**config.mk**
```make
export PLATFORM = sky130hd
export DESIGN_NAME = adder_rr_sched
export DESIGN_NICKNAME = d
export VERILOG_FILES = /design/src/rtl/adder_rr_sched.sv
export SDC_FILE = /design/constraint.sdc
export NUM_CORES = 1
export LEC_CHECK = 0
export ABC_AREA = 1
export CAP_MARGIN = 20
export CORE_ASPECT_RATIO = 1.4
export CORE_MARGIN = 2
export CORE_UTILIZATION = 44
export CTS_BUF_LIST = sky130_fd_sc_hd__clkbuf_2 sky130_fd_sc_hd__clkbuf_4 sky130_fd_sc_hd__clkbuf_8
export DETAILED_ROUTE_END_ITERATION = 10
export GPL_TIMING_DRIVEN = 0
export PLACE_DENSITY = 0.83
export SYNTH_ARGS = -nofsm -noshare
export SYNTH_HDL_FRONTEND = slang
export SYNTH_SLANG_ARGS = --single-unit
```
**constraint.sdc**
```tcl
create_clock -name clk -period 5.9 [get_ports clk]
set_input_delay 0.885 -clock clk [delete_from_list [all_inputs] [get_ports clk]]
set_output_delay 0.885 -clock clk [all_outputs]
set_load 0.005 [all_outputs]
```
**src/rtl/adder_rr_sched.sv**
```systemverilog
// adder_rr_sched: round-robin scheduler sharing one registered adder
// (sum = x + y + cin) between NREQ requesters. Results return on a single
// response channel carrying the sum, the producing requester id and a zero flag.
//
// Handshakes: a transfer happens on a rising edge where valid and ready are both
// high. Requesters hold req_valid and operands stable until their req_ready bit
// is seen. The response holds rsp_sum/rsp_id/rsp_zero stable while
// rsp_valid=1 and rsp_ready=0. req_ready is never a function of rsp_valid
// alone; it only opens when the output register is free or being drained.
module adder_rr_sched #(
  parameter int NREQ   = 4,
  parameter int WIDTH  = 8,
  parameter int SWIDTH = WIDTH + 1,
  parameter int IDW    = 2,
  parameter int CNTW   = 16
) (
  input  logic                  clk,
  input  logic                  rst,
  input  logic [NREQ-1:0]       req_valid,
  output logic [NREQ-1:0]       req_ready,
  input  logic [NREQ*WIDTH-1:0] req_x,
  input  logic [NREQ*WIDTH-1:0] req_y,
  input  logic [NREQ-1:0]       req_cin,
  output logic                  rsp_valid,
  input  logic                  rsp_ready,
  output logic [SWIDTH-1:0]     rsp_sum,
  output logic [IDW-1:0]        rsp_id,
  output logic                  rsp_zero,
  output logic                  busy,
  output logic [CNTW-1:0]       op_count,
  output logic                  state_dbg
);

  typedef enum logic {
    EMPTY = 1'b0,
    FULL  = 1'b1
  } state_e;

  state_e              state_q, state_d;
  logic [IDW-1:0]      ptr_q, ptr_d;
  logic [SWIDTH-1:0]   sum_q, sum_d;
  logic [IDW-1:0]      id_q, id_d;
  logic                zero_q, zero_d;
  logic [CNTW-1:0]     cnt_q, cnt_d;

  logic                can_issue;
  logic                any_valid;
  logic                grant;
  logic                accept;
  logic [IDW-1:0]      win;
  logic [IDW-1:0]      idx;
  logic [WIDTH-1:0]    x_w;
  logic [WIDTH-1:0]    y_w;
  logic                cin_w;
  logic [SWIDTH-1:0]   sum_new;

  // Output register is free when empty, or when it is being drained this cycle.
  assign can_issue = (state_q == EMPTY) || ((state_q == FULL) && rsp_ready);
  assign grant     = can_issue && any_valid && !rst;
  assign accept    = (state_q == FULL) && rsp_ready;

  // Round-robin scan starting at ptr, wrapping modulo NREQ; first valid wins.
  always_comb begin
    any_valid = 1'b0;
    win       = '0;
    idx       = ptr_q;
    for (int k = 0; k < NREQ; k++) begin
      if (!any_valid && req_valid[idx]) begin
        any_valid = 1'b1;
        win       = idx;
      end
      idx = (idx == IDW'(NREQ - 1)) ? '0 : idx + 1'b1;
    end
  end

  // Select the winner's operands and form the full-width sum.
  always_comb begin
    x_w   = '0;
    y_w   = '0;
    cin_w = 1'b0;
    for (int i = 0; i < NREQ; i++) begin
      if (win == IDW'(i)) begin
        x_w   = req_x[i*WIDTH +: WIDTH];
        y_w   = req_y[i*WIDTH +: WIDTH];
        cin_w = req_cin[i];
      end
    end
    sum_new = SWIDTH'(x_w) + SWIDTH'(y_w) + SWIDTH'(cin_w);
  end

  // Grant vector: one-hot on the winner, zero otherwise (and during reset).
  always_comb begin
    req_ready = '0;
    if (grant) begin
      req_ready = NREQ'(1) << win;
    end
  end

  // Next-state: drain on accept, refill on grant (grant wins the state update).
  always_comb begin
    state_d = state_q;
    ptr_d   = ptr_q;
    sum_d   = sum_q;
    id_d    = id_q;
    zero_d  = zero_q;
    cnt_d   = cnt_q;
    if (accept) begin
      cnt_d   = cnt_q + 1'b1;
      state_d = EMPTY;
    end
    if (grant) begin
      sum_d   = sum_new;
      zero_d  = (sum_new == '0);
      id_d    = win;
      ptr_d   = (win == IDW'(NREQ - 1)) ? '0 : win + 1'b1;
      state_d = FULL;
    end
  end

  // State and result registers with synchronous reset.
  always_ff @(posedge clk) begin
    if (rst) begin
      state_q <= EMPTY;
      ptr_q   <= '0;
      sum_q   <= '0;
      id_q    <= '0;
      zero_q  <= 1'b0;
      cnt_q   <= '0;
    end else begin
      state_q <= state_d;
      ptr_q   <= ptr_d;
      sum_q   <= sum_d;
      id_q    <= id_d;
      zero_q  <= zero_d;
      cnt_q   <= cnt_d;
    end
  end

  assign rsp_valid = (state_q == FULL);
  assign rsp_sum   = sum_q;
  assign rsp_id    = id_q;
  assign rsp_zero  = zero_q;
  assign op_count  = cnt_q;
  assign busy      = rsp_valid || (|req_valid);
  assign state_dbg = state_q;

endmodule
```
======== Yosys cells after proc, flatten, opt, wreduce, memory -nomap -nowiden ========
Index checks and enable logic that the tools add are counted.
storage, ports and cells
  register bits ........................... 31
  output and inout bits ................... 35
  word-level logic and storage cells ...... 76
cells by class
  add/subtract/negate cells ............... 7
  order comparisons ....................... 4
  eq/ne operators ......................... 6
  shift operators ......................... 1
  mux-type cells .......................... 35
  bitwise logic cells ..................... 1
  reductions and logical operators ........ 16
operator list
  cell                                                 number
  two-way mux 8 bit                                    8
  adder 16 x 1 -> 16 bit, second input constant        1
  two-way mux 2 bit                                    8
  two-way mux 1 bit                                    14
  < comparator 2 x 3 -> 1 bit, second input constant   4
  equality test 2 bit, second input constant           5
  adder 8 x 8 -> 9 bit                                 1
  adder 9 x 1 -> 9 bit                                 1
  logical NOT 9 bit                                    1
  adder 2 x 1 -> 2 bit, second input constant          4
  binary-select mux 1 bit (select 2 bit)               4
  logical AND 1 bit                                    6
  logical NOT 1 bit                                    4
  two-way mux 4 bit                                    1
  OR reduction 4 bit                                   1
  << shifter 1 x 2 -> 4 bit, first input constant      1
  equality test 2 x 1 -> 1 bit, second input constant  1
  logical NOT 2 bit                                    1
  logical OR 1 bit                                     2
  nonzero test 2 bit                                   1
  inverter 1 bit                                       1

======== Longest topological paths before layout ========
Gate-level depths: netlist of run 1.
  word-level depth ........................ 20
  mapped depth ............................ 33

======== Worst setup path before layout of run 1 ========
No wires, ideal clock.
  kind .................................... input port to flip-flop
  from .................................... input port req_valid[3]
  to ...................................... register zero_q, in the netlist rsp_zero
  setup time .............................. 0.071 ns
  arrival time ............................ 4.426 ns
  required time ........................... 5.829 ns
  path slack .............................. 1.403 ns
  stages on the path ...................... 25
  path through ............................ inv_1 -> nand2_1 -> nand3_1 -> nand2_1 -> nor2_4 -> nand2_1 -> o211ai_1 -> nand2_1 -> ha_1 -> clkbuf_1 -> nor2_1 -> buf_2 -> a22oi_1 -> a21oi_1 -> a21oi_1 -> fa_1 -> fa_1 -> nand2_1 -> nor2_1 -> nand3_1 -> nor2_1 -> nand3_1 -> nor2_1 -> nand2_1 -> a21oi_1
on the way
  word-level cells in the longest chain between the ends .. 20
  elaborated cells between the ends (all ways) .. 43
  those cells by class .................... add/sub (2); eq/ne (3); mux (28); reduce/logical (10)
RTL lines
  item                                     line  RTL
  from (decl)                              19    input logic [NREQ-1:0] req_valid,
  binary-select mux 1 bit (select 2 bit)   68    if (!any_valid && req_valid[idx]) begin
  two-way mux 1 bit (implied by the code)  68
  two-way mux 1 bit                        68
  logical NOT 1 bit                        68
  logical AND 1 bit                        68
  two-way mux 1 bit                        68
  logical NOT 1 bit                        68
  logical AND 1 bit                        68
  two-way mux 1 bit                        68
  logical NOT 1 bit                        68
  logical AND 1 bit                        68
  two-way mux 2 bit                        68
  logical NOT 2 bit                        82    if (win == IDW'(i)) begin
  two-way mux 8 bit (4 in a row)           82
  adder 8 x 8 -> 9 bit                     88    sum_new = SWIDTH'(x_w) + SWIDTH'(y_w) + SWIDTH'(cin_w);
  adder 9 x 1 -> 9 bit                     88
  logical NOT 9 bit                        113   zero_d = (sum_new == '0);
  to (signal assigned)                     134   zero_q <= zero_d;
  to (decl)                                43    logic zero_q, zero_d;
Several ways; a longest one is shown, not always the timed one. The select of a mux whose other input is x is not followed.
A chain may end at the register's enable or synchronous reset.

======== Final worst setup path of run 1 ========
  from .................................... input port req_valid[3]
  to ...................................... register zero_q, in the netlist rsp_zero
on the way
  word-level cells in the longest chain between the ends .. 20
  elaborated cells between the ends (all ways) .. 43
  those cells by class .................... add/sub (2); eq/ne (3); mux (28); reduce/logical (10)
RTL lines
  item                                     line  RTL
  binary-select mux 1 bit (select 2 bit)   68
  two-way mux 1 bit (implied by the code)  68
  two-way mux 1 bit                        68
  logical NOT 1 bit                        68
  logical AND 1 bit                        68
  two-way mux 1 bit                        68
  logical NOT 1 bit                        68
  logical AND 1 bit                        68
  [2 not listed]                           --
  logical AND 1 bit                        68
  two-way mux 2 bit *                      68
  named net win[0]                         50    logic [IDW-1:0] win;
  logical NOT 2 bit                        82
  two-way mux 8 bit (4 in a row)           82
  adder 8 x 8 -> 9 bit                     88
  adder 9 x 1 -> 9 bit *                   88
  logical NOT 9 bit *                      113
Mark *: on every way through the listed nets, which the timed path passes. The rest lies on a longest branch. The select of a mux whose other input is x is not followed.

==> results of run 1 <==
-- timing repair --
action,in CTS,in global routing
setup endpoints to repair,0,1
buffers inserted,0,0
resized for setup,0,1
-- worst max path at each step --
stage | startpoint | end | slack, ns | cells after the start
3_3_place_gp | req_valid[3] | rsp_zero | 0.19 | 26
4_1_cts | req_valid[3] | rsp_zero | 0.41 | 29
6_report | req_valid[3] | rsp_zero | 0.56 | 29
5_1_grt | req_valid[3] | rsp_zero | 0.16 | 30
3_5_place_dp | req_valid[3] | rsp_zero | 0.11 | 29
2_1_floorplan | req_valid[3] | rsp_zero | 1.40 | 25
-- metal layers --
metal  routed length [µm]  part of all wire
met5                    0                 0
met1                 2930              0.39
met3                  475             0.063
met2                 3990              0.53
met4                  147             0.019
-- synthesized netlist by cell type (5+ instances only) --
cell / count
dfxtp_1: 31
o21ai_0: 19
inv_1: 51
a22oi_1: 12
nor3_1: 6
o31ai_1: 5
ha_1: 13
nor2_1: 44
nand2_1: 122
clkbuf_1: 10
a21oi_1: 30
a221oi_1: 5
nand3_1: 34
-- stage by stage --
| step | cells | util |
|---|---|---|
| floorplan | 424 | - |
| global placement | 600 | 0.671 |
| detailed placement | 600 | 0.671 |
| CTS | 608 | 0.692 |
| global route | 608 | 0.693 |
| finish | 608 | 0.693 |
-- worst max-delay path, delay by kind of cell --
| family | cells | cell delay, ns |
|---|---|---|
| AND/OR/NAND/NOR | 17 | 1.75 |
| adder cells (fa/ha/maj) | 3 | 1.23 |
| AO/OA/AOI/OAI | 4 | 0.47 |
| buffers and inverters | 5 | 1.21 |
-- final cells by class --
type	count	area, µm²
clock buffer	6	82.6
multi-input combinational	321	1660
fill	513	1710
clock inverter	2	35.0
sequential	31	621
tap	68	85.1
timing repair buffer	108	1080
buffer	16	85.1
inverter	56	210
-- cells by family (layout without fill, tap and decap cells) --
logic type | after synthesis | in the layout
simple gates | 224 | 224
compound gates | 81 | 81
buf+inv | 72 | 188
flops | 31 | 31
fa+ha+maj | 15 | 15
xor+xnor | 1 | 1
-- state kept, by name (all words and copies together) (netlist names) --
register / cells
rsp_zero: 1
op_count: 16
ptr_q: 2
rsp_id: 2
rsp_valid: 1
rsp_sum: 9
-- cells in the final DEF (no fill, tap or decap) --
cell type / netlist / final
a211oi_1: 1 / 1
a21oi_1: 30 / 30
a221oi_1: 5 / 5
a22o_1: 1 / 1
a22oi_1: 12 / 12
buf_2: 2 / 2
buf_4: 2 / 2
buf_6: 2 / 2
bufinv_16: 0 / 1
clkbuf_1: 10 / 10
clkbuf_8: 0 / 6
clkdlybuf4s50_1: 0 / 108
clkinv_1: 1 / 1
clkinv_2: 0 / 1
dfxtp_1: 31 / 31
fa_1: 2 / 2
ha_1: 13 / 13
inv_1: 51 / 51
inv_2: 4 / 4
nand2_1: 122 / 122
nand2_2: 3 / 3
nand2_4: 1 / 1
nand3_1: 34 / 34
nand3_2: 1 / 1
nand3b_1: 2 / 2
nand4_1: 4 / 4
nor2_1: 44 / 43
nor2_2: 3 / 4
nor2_4: 1 / 1
nor3_1: 6 / 6
nor3_2: 1 / 1
nor3b_1: 2 / 2
o211ai_1: 1 / 1
o21a_1: 2 / 2
o21ai_0: 19 / 19
o21ai_1: 4 / 4
o21bai_1: 1 / 1
o31ai_1: 5 / 5
xnor2_1: 1 / 1
==> summary.md, run 1 <==
| Metric | Value |
|---|---|
| Vias | 3146 |
| Worst setup margin | 0.562 ns |
| Max-cap violations | 0 |
| WL final | 7540 µm |
| RSZ-0062 raised after global routing | no |
| Fmax achieved | 187 MHz |
| Vias in the first global route | 3118 |
| IO Count | 110 |
| Worst hold-check path type | flip-flop to flip-flop |
| Worst setup SP type | primary input |
| Met1 Use GR | 0.252 |
| Die ar. | 6470 µm² |
| GP Congestion | 0.858 |
| Post-Synth Simple-Gate Area | 0.373 |
| Worst r2r src | ptr_q[0] |
| Drt first-iter violations | 139 |
| DIE WIDTH | 68.6 µm |
| CTS Root Cell | clkbuf_8 |
| Crit end category | flip-flop |
| Antenna violations before repair | 0 |
| Worst clock skew | 0.00625 ns |
| First-pass GRT wire length | 12500 µm |
| Place WS | 0.110 ns |
| Worst skew pair latency | 0.29 ns |
| Core area | 5570 µm² |
| CTS H-tree lvls | 2 |
| Endpoint, Worst Hold | rsp_sum[3] |
| Synthesis-stage register bit count | 31 |
| Fin crit period | 5.34 ns |
| Synth area leader | dfxtp_1 |
| Post-Syn Nets | 514 |
| Data arrival, critical path | 5.56 ns |
| Post-synthesis cell area | 2570 µm² |
| Largest family of logic cells by synthesized area | simple AND/OR/NAND/NOR gates |
| Final setup violation count | 0 |
| Critical path peak fanout | 10 |
| Routed vias/inst | 5.17 |
| Pin count of the biggest net entering global routing | 11 |
| FP Rows | 32 |
| Critical R2R Capture | rsp_zero |
| GRT busiest layer | met2 |
| Worst-Margin Slew | 0.504 ns |
| Worst reg2reg setup slack | 0.85 ns |
| Post-synth cell types | 35 |
| WHS | 0.470 ns |
| Sequential fraction of the synthesis area | 0.242 |
| Global-route usage over all layers | 0.247 |
| Mapped Cells | 424 |
| Total grt overflow | 0 |
| Relative slew margins | 0.664 |
| Max stage delay on crit path | 0.54 ns |
| Worst R2R Path Depth | 28 |
| Compound-gate portion of the synthesized area | 0.188 |
| Final worst-path cycle share | 0.905 |
| DP HPWL | 6190 µm |
| Hold_sp | rsp_sum[3] |
| Port buffer count | 108 |
| Hold Buf Count CTS | 0 |
| Top_reg_cell synth | dfxtp_1 |
| Average size of a mapped cell | 6.06 µm² |
| Multiplexer share of the synthesized area | 0 |
| Setup Crit Path Kind | primary input to flip-flop |
| Starting Density | 0.462 |
| Fin Setup TNS | 0 ns |
| Fin nets | 629 |
| Slowest stage cell, crit path | clkdlybuf4s50_1 |
| YS warnings | 0 |
| Inserted Clock Buffers | 5 |
| CP dominant cell by count | nand2_1 |
| CTS tree | built |
| Clk slew on worst S/H paths | 0.07 ns |
| Run status | finished, final reports clean |
| Routed length per instance | 12.4 µm |
| Detailed-route DRC error count | 0 |
| Cells on Worst Hold Path | 2 |
| First-pass iteration count of the detailed router | 4 |
| Ranking of synthesized cells by area | dfxtp_1 (24%), nand2_1 (18%), inv_1 (7.5%) |
| Post-synth EDFFs | 0 |
| Diodes inserted | 0 |
| Non-Filler Cell Area, Final | 3850 µm² |
| Area growth, synth to finish | 50.1% |
| Final antenna-violating net count | 0 |
| Synth top area share | 0.242 |
| WP data required | 6.12 ns |
| Final hold violation count | 0 |
| CTS max path bufs | 2 |
| Chip height | 94.4 µm |
| Clk sinks | 31 |
| M3 GR Usage | 0.0513 |
| Met2 GRT Util | 0.474 |
| Placed Area | 3730 µm² |
| Post-Synth XOR/XNOR Area | 0.00341 |
| Final Slew Violations | 0 |
| Asr flop ratio synth | 0 |
| Synth Area in Adders | 0.0789 |
| Share of cells above drive strength 1 | 0.0537 |
Power of run 1 is left out: the tool's default activity adds up to more than one toggle a clock period on the data nets, which glitch-free logic cannot reach.
==> run 2, diff against run 1 <==
--- a/config.mk
+++ b/config.mk
@@ -5,15 +5,15 @@
 export SDC_FILE = /design/constraint.sdc
 export NUM_CORES = 1
 export LEC_CHECK = 0
-export ABC_AREA = 1
 export CAP_MARGIN = 20
 export CORE_ASPECT_RATIO = 1.4
 export CORE_MARGIN = 2
 export CORE_UTILIZATION = 44
 export CTS_BUF_LIST = sky130_fd_sc_hd__clkbuf_2 sky130_fd_sc_hd__clkbuf_4 sky130_fd_sc_hd__clkbuf_8
+export CTS_CLUSTER_SIZE = 28
 export DETAILED_ROUTE_END_ITERATION = 10
 export GPL_TIMING_DRIVEN = 0
-export PLACE_DENSITY = 0.83
+export PLACE_DENSITY = 0.84
 export SYNTH_ARGS = -nofsm -noshare
 export SYNTH_HDL_FRONTEND = slang
 export SYNTH_SLANG_ARGS = --single-unit
==> run 2 against run 1 <==
Sequential cell count unchanged. Clock skew shrank 0.0029 ns. Cell count fell by 14%. Count of clock-buffer cells in the layout did not move. Global-route usage fell by 0.80 points. Largest cell class unchanged. Cell area shrank 2.1%. Routed wire length is 3.3% lower. First-iteration DRC count rose by 54%. Non-clock buffer count rose by 8. Fmax down 3.9%. Synthesized cell count shrank 20%.
==> summary.md, run 2 <==
| Metric | Value |
|---|---|
| Worst reg2reg setup slack | 0.58 ns (was 0.85 ns) |
| Worst skew pair latency | 0.29 ns (about the same) |
| Starting Density | 0.454 (was 0.462) |
| Synth top area share | 0.249 (was 0.242) |
| CP Buf/Inv Count | 4 (was 5) |
| Vias | 2903 (was 3146) |
| Diodes inserted | 0 (unchanged) |
| WP data required | 6.09 ns (was 6.12 ns) |
| Commonest non-fill, non-tap cells in the layout | clkdlybuf4s50_1 (107), nor2_1 (53), a21oi_1 (36) (was nand2_1 (122), clkdlybuf4s50_1 (108), inv_1 (51)) |
| Asr flop ratio synth | 0 (unchanged) |
| Die ar. | 6290 µm² (was 6470 µm²) |
| Fin cells | 522 (was 608) |
| Top_reg_cell synth | dfxtp_1 (unchanged) |
| Fmax achieved | 180 MHz (was 187 MHz) |
| Max-cap violations | 0 (unchanged) |
| Clk slew on worst S/H paths | 0.07 ns (about the same) |
| FP Rows | 32 (unchanged) |
| Routed vias/inst | 5.56 (was 5.17) |
| Final setup violation count | 0 (unchanged) |
| Port buffer count | 107 (was 108) |
| Detailed-route DRC error count | 0 (unchanged) |
| Global-route usage over all layers | 0.239 (was 0.247) |
| Average size of a mapped cell | 7.35 µm² (was 6.06 µm²) |
| CP dominant cell by count | a21oi_1 (was nand2_1) |
| Crit-path cells | clkdlybuf4s50_1 > nand2b_1 > and3_1 > a21oi_1 > o31ai_1 > o22ai_1 > inv_1 > ha_1 > clkbuf_1 > clkbuf_1 > nor2_1 > a21oi_1 > nor2_1 > a21oi_1 > fa_1 > fa_1 > nand2b_1 > a211oi_2 > o21a_1 > o211ai_1 > nor4b_1 > a41o_1 |
| Most common cell after layout, fill and taps aside | clkdlybuf4s50_1 (was nand2_1) |
| Inserted Clock Buffers | 5 (unchanged) |
| Worst setup SP type | primary input (unchanged) |
| Max stage delay on crit path | 0.62 ns (was 0.54 ns) |
| Worst vdd ir | 0.000596 V |
| Final antenna-violating net count | 0 (unchanged) |
| Count leader, synth | nor2_1 (was nand2_1) |
| LEAKAGE | 1.50 nW |
| Crit end category | flip-flop (unchanged) |
| Pin count of the biggest net entering global routing | 11 (unchanged) |
| Drt first-iter violations | 214 (was 139) |
| Total power | 0.00270 W |
| Final Slew Violations | 0 (unchanged) |
| Slowest stage cell, crit path | clkdlybuf4s50_1 (unchanged) |
| DP HPWL | 5940 µm (was 6190 µm) |
| Chip height | 93.1 µm (was 94.4 µm) |
| Clk sinks | 31 (unchanged) |
| Fin crit period | 5.56 ns (was 5.34 ns) |
| Post-synth EDFFs | 0 (unchanged) |
| DIE WIDTH | 67.6 µm (was 68.6 µm) |
| CTS H-tree lvls | 2 (unchanged) |
| First-pass GRT wire length | 11700 µm (was 12500 µm) |
| Placed Area | 3650 µm² (was 3730 µm²) |
| Critical path peak fanout | 10 (unchanged) |
| Post-synth cell types | 52 (was 35) |
| Largest register FFs | 16 (unchanged) |
| Data arrival, critical path | 5.74 ns (was 5.56 ns) |
| Setup Crit Path Kind | primary input to flip-flop (unchanged) |
| Post-Syn Nets | 429 (was 514) |
| Post-synthesis cell area | 2490 µm² (was 2570 µm²) |
| Antenna violations before repair | 0 (unchanged) |
| Commonest cells in the netlist | nor2_1 (53), a21oi_1 (36), dfxtp_1 (31), nand2_1 (28), o21ai_0 (21) (was nand2_1 (122), inv_1 (51), nor2_1 (44), nand3_1 (34), dfxtp_1 (31)) |
| CTS Root Cell | clkbuf_8 (unchanged) |
| CTS tree | built (unchanged) |
| YS warnings | 0 (unchanged) |
| Fin nets | 543 (was 629) |
| Worst-Margin Slew | 0.500 ns (was 0.504 ns) |
| Mapped Cells | 339 (was 424) |
| First-pass iteration count of the detailed router | 4 (unchanged) |
| Area growth, synth to finish | 51.4% (was 50.1%) |
| GP Congestion | 0.922 (was 0.858) |
| Run status | finished, final reports clean (unchanged) |
| Synthesis-stage register bit count | 31 (unchanged) |
| Worst hold-check path type | flip-flop to flip-flop (unchanged) |
| Vias in the first global route | 2818 (was 3118) |
| Ranking of synthesized cells by area | dfxtp_1 (25%), nor2_1 (8.0%), a21oi_1 (7.2%) (was dfxtp_1 (24%), nand2_1 (18%), inv_1 (7.5%)) |
| P per Cell Area | 715 nW/µm² |
| Cell count after placement | 514 (was 600) |
| Routed length per instance | 14.0 µm (was 12.4 µm) |
| WL final | 7290 µm (was 7540 µm) |
| Largest delay contributor family on the critical path | compound AO/OA/AOI/OAI gates (was simple AND/OR/NAND/NOR gates) |
| IO Count | 110 (unchanged) |
| Core area | 5490 µm² (was 5570 µm²) |
| Synth area leader | dfxtp_1 (unchanged) |
| Total grt overflow | 0 (unchanged) |
| Final hold violation count | 0 (unchanged) |
| Setup bufs post-CTS | 0 (unchanged) |
| Final worst-path cycle share | 0.942 (was 0.905) |
| Sequential fraction of the synthesis area | 0.249 (was 0.242) |
| Share of cells above drive strength 1 | 0.0661 (was 0.0537) |
| Worst clock skew | 0.00337 ns (was 0.00625 ns) |
| Non-Filler Cell Area, Final | 3770 µm² (was 3850 µm²) |
| CTS max path bufs | 2 (unchanged) |
| Relative slew margins | 0.663 (was 0.664) |
run 2: cell count changes in the layout (fill, tap and decap cells not counted), moves of 7 or more:
cell,delta
a21o_1,+7
inv_1,-46
nand2_1,-94
nand3_1,-23
nor2_1,+10
xor2_1,+11
run 2: path summary, 6_finish.rpt:
path,startpoint,depth (start not counted),end
setup / recovery,req_valid[2],22,rsp_zero
hold / removal,rsp_sum[3],2,rsp_sum[3]
setup reg to reg,ptr_q[0],23,rsp_zero
hold reg to reg,rsp_sum[3],2,rsp_sum[3]
run 2: per-stage QoR:
step | utilization | setup WS (ns) | setup TNS (ns) | hold WS (ns)
floorplan | - | 0.909 | 0 | 0.456
global placement | 0.665 | -0.00517 | -0.00517 | 0.453
detailed placement | 0.665 | -0.0854 | -0.0854 | 0.453
CTS | 0.687 | 0.226 | 0 | 0.462
global route | 0.688 | -0.0152 | -0.0152 | 0.494
finish | 0.688 | 0.344 | 0 | 0.465
run 2: tightest hold or removal path, stage by stage (launching register included):
cell     delay [ns]
dfxtp_1        0.31
nand2_1        0.07
o21ai_2        0.05
run 2: what timing repair did:
action                                 4_1_cts  5_1_grt
setup endpoints to repair                    0        2
endpoints found under the hold margin        0        0
gates resized for setup                      0        4
hold buffers                                 0        0
run 2: final cells by class:
type / count / area, µm²
fill: 464 / 1710
buffer: 25 / 134
sequential: 31 / 621
timing repair buffer: 107 / 1070
inverter: 5 / 18.8
clock buffer: 6 / 82.6
multi-input combinational: 278 / 1730
clock inverter: 2 / 35.0
tap: 68 / 85.1
run 2: power by group:
part | leakage (nW) | total [W] | internal [W] | switching [W]
registers | 0.254 | 0.000288 | 0.000257 | 0.0000314
clock network | 0.0612 | 0.000217 | 0.000136 | 0.0000806
logic | 1.18 | 0.00219 | 0.000938 | 0.00125
run 2: kinds of logic after synthesis:
group / count (synthesis) / share of synthesized area
and+or+nand+nor: 136 / 0.261
muxes: 4 / 0.0216
adders and majority gates: 15 / 0.0813
xor gates and xnor gates: 15 / 0.0527
AOI/OAI and AO/OA: 108 / 0.275
DFF: 31 / 0.249
buffers and inverters: 30 / 0.0602
run 2: per-layer routing:
metal | GRT usage | vias up | part of all wire
li1 | - | 1440 | -
met1 | 0.234 | 1327 | 0.36
met2 | 0.457 | 119 | 0.54
met3 | 0.0529 | 17 | 0.072
met4 | 0.0986 | 0 | 0.026
met5 | 0 | - | 0
Note: power is estimated with default switching activity, not from simulation.
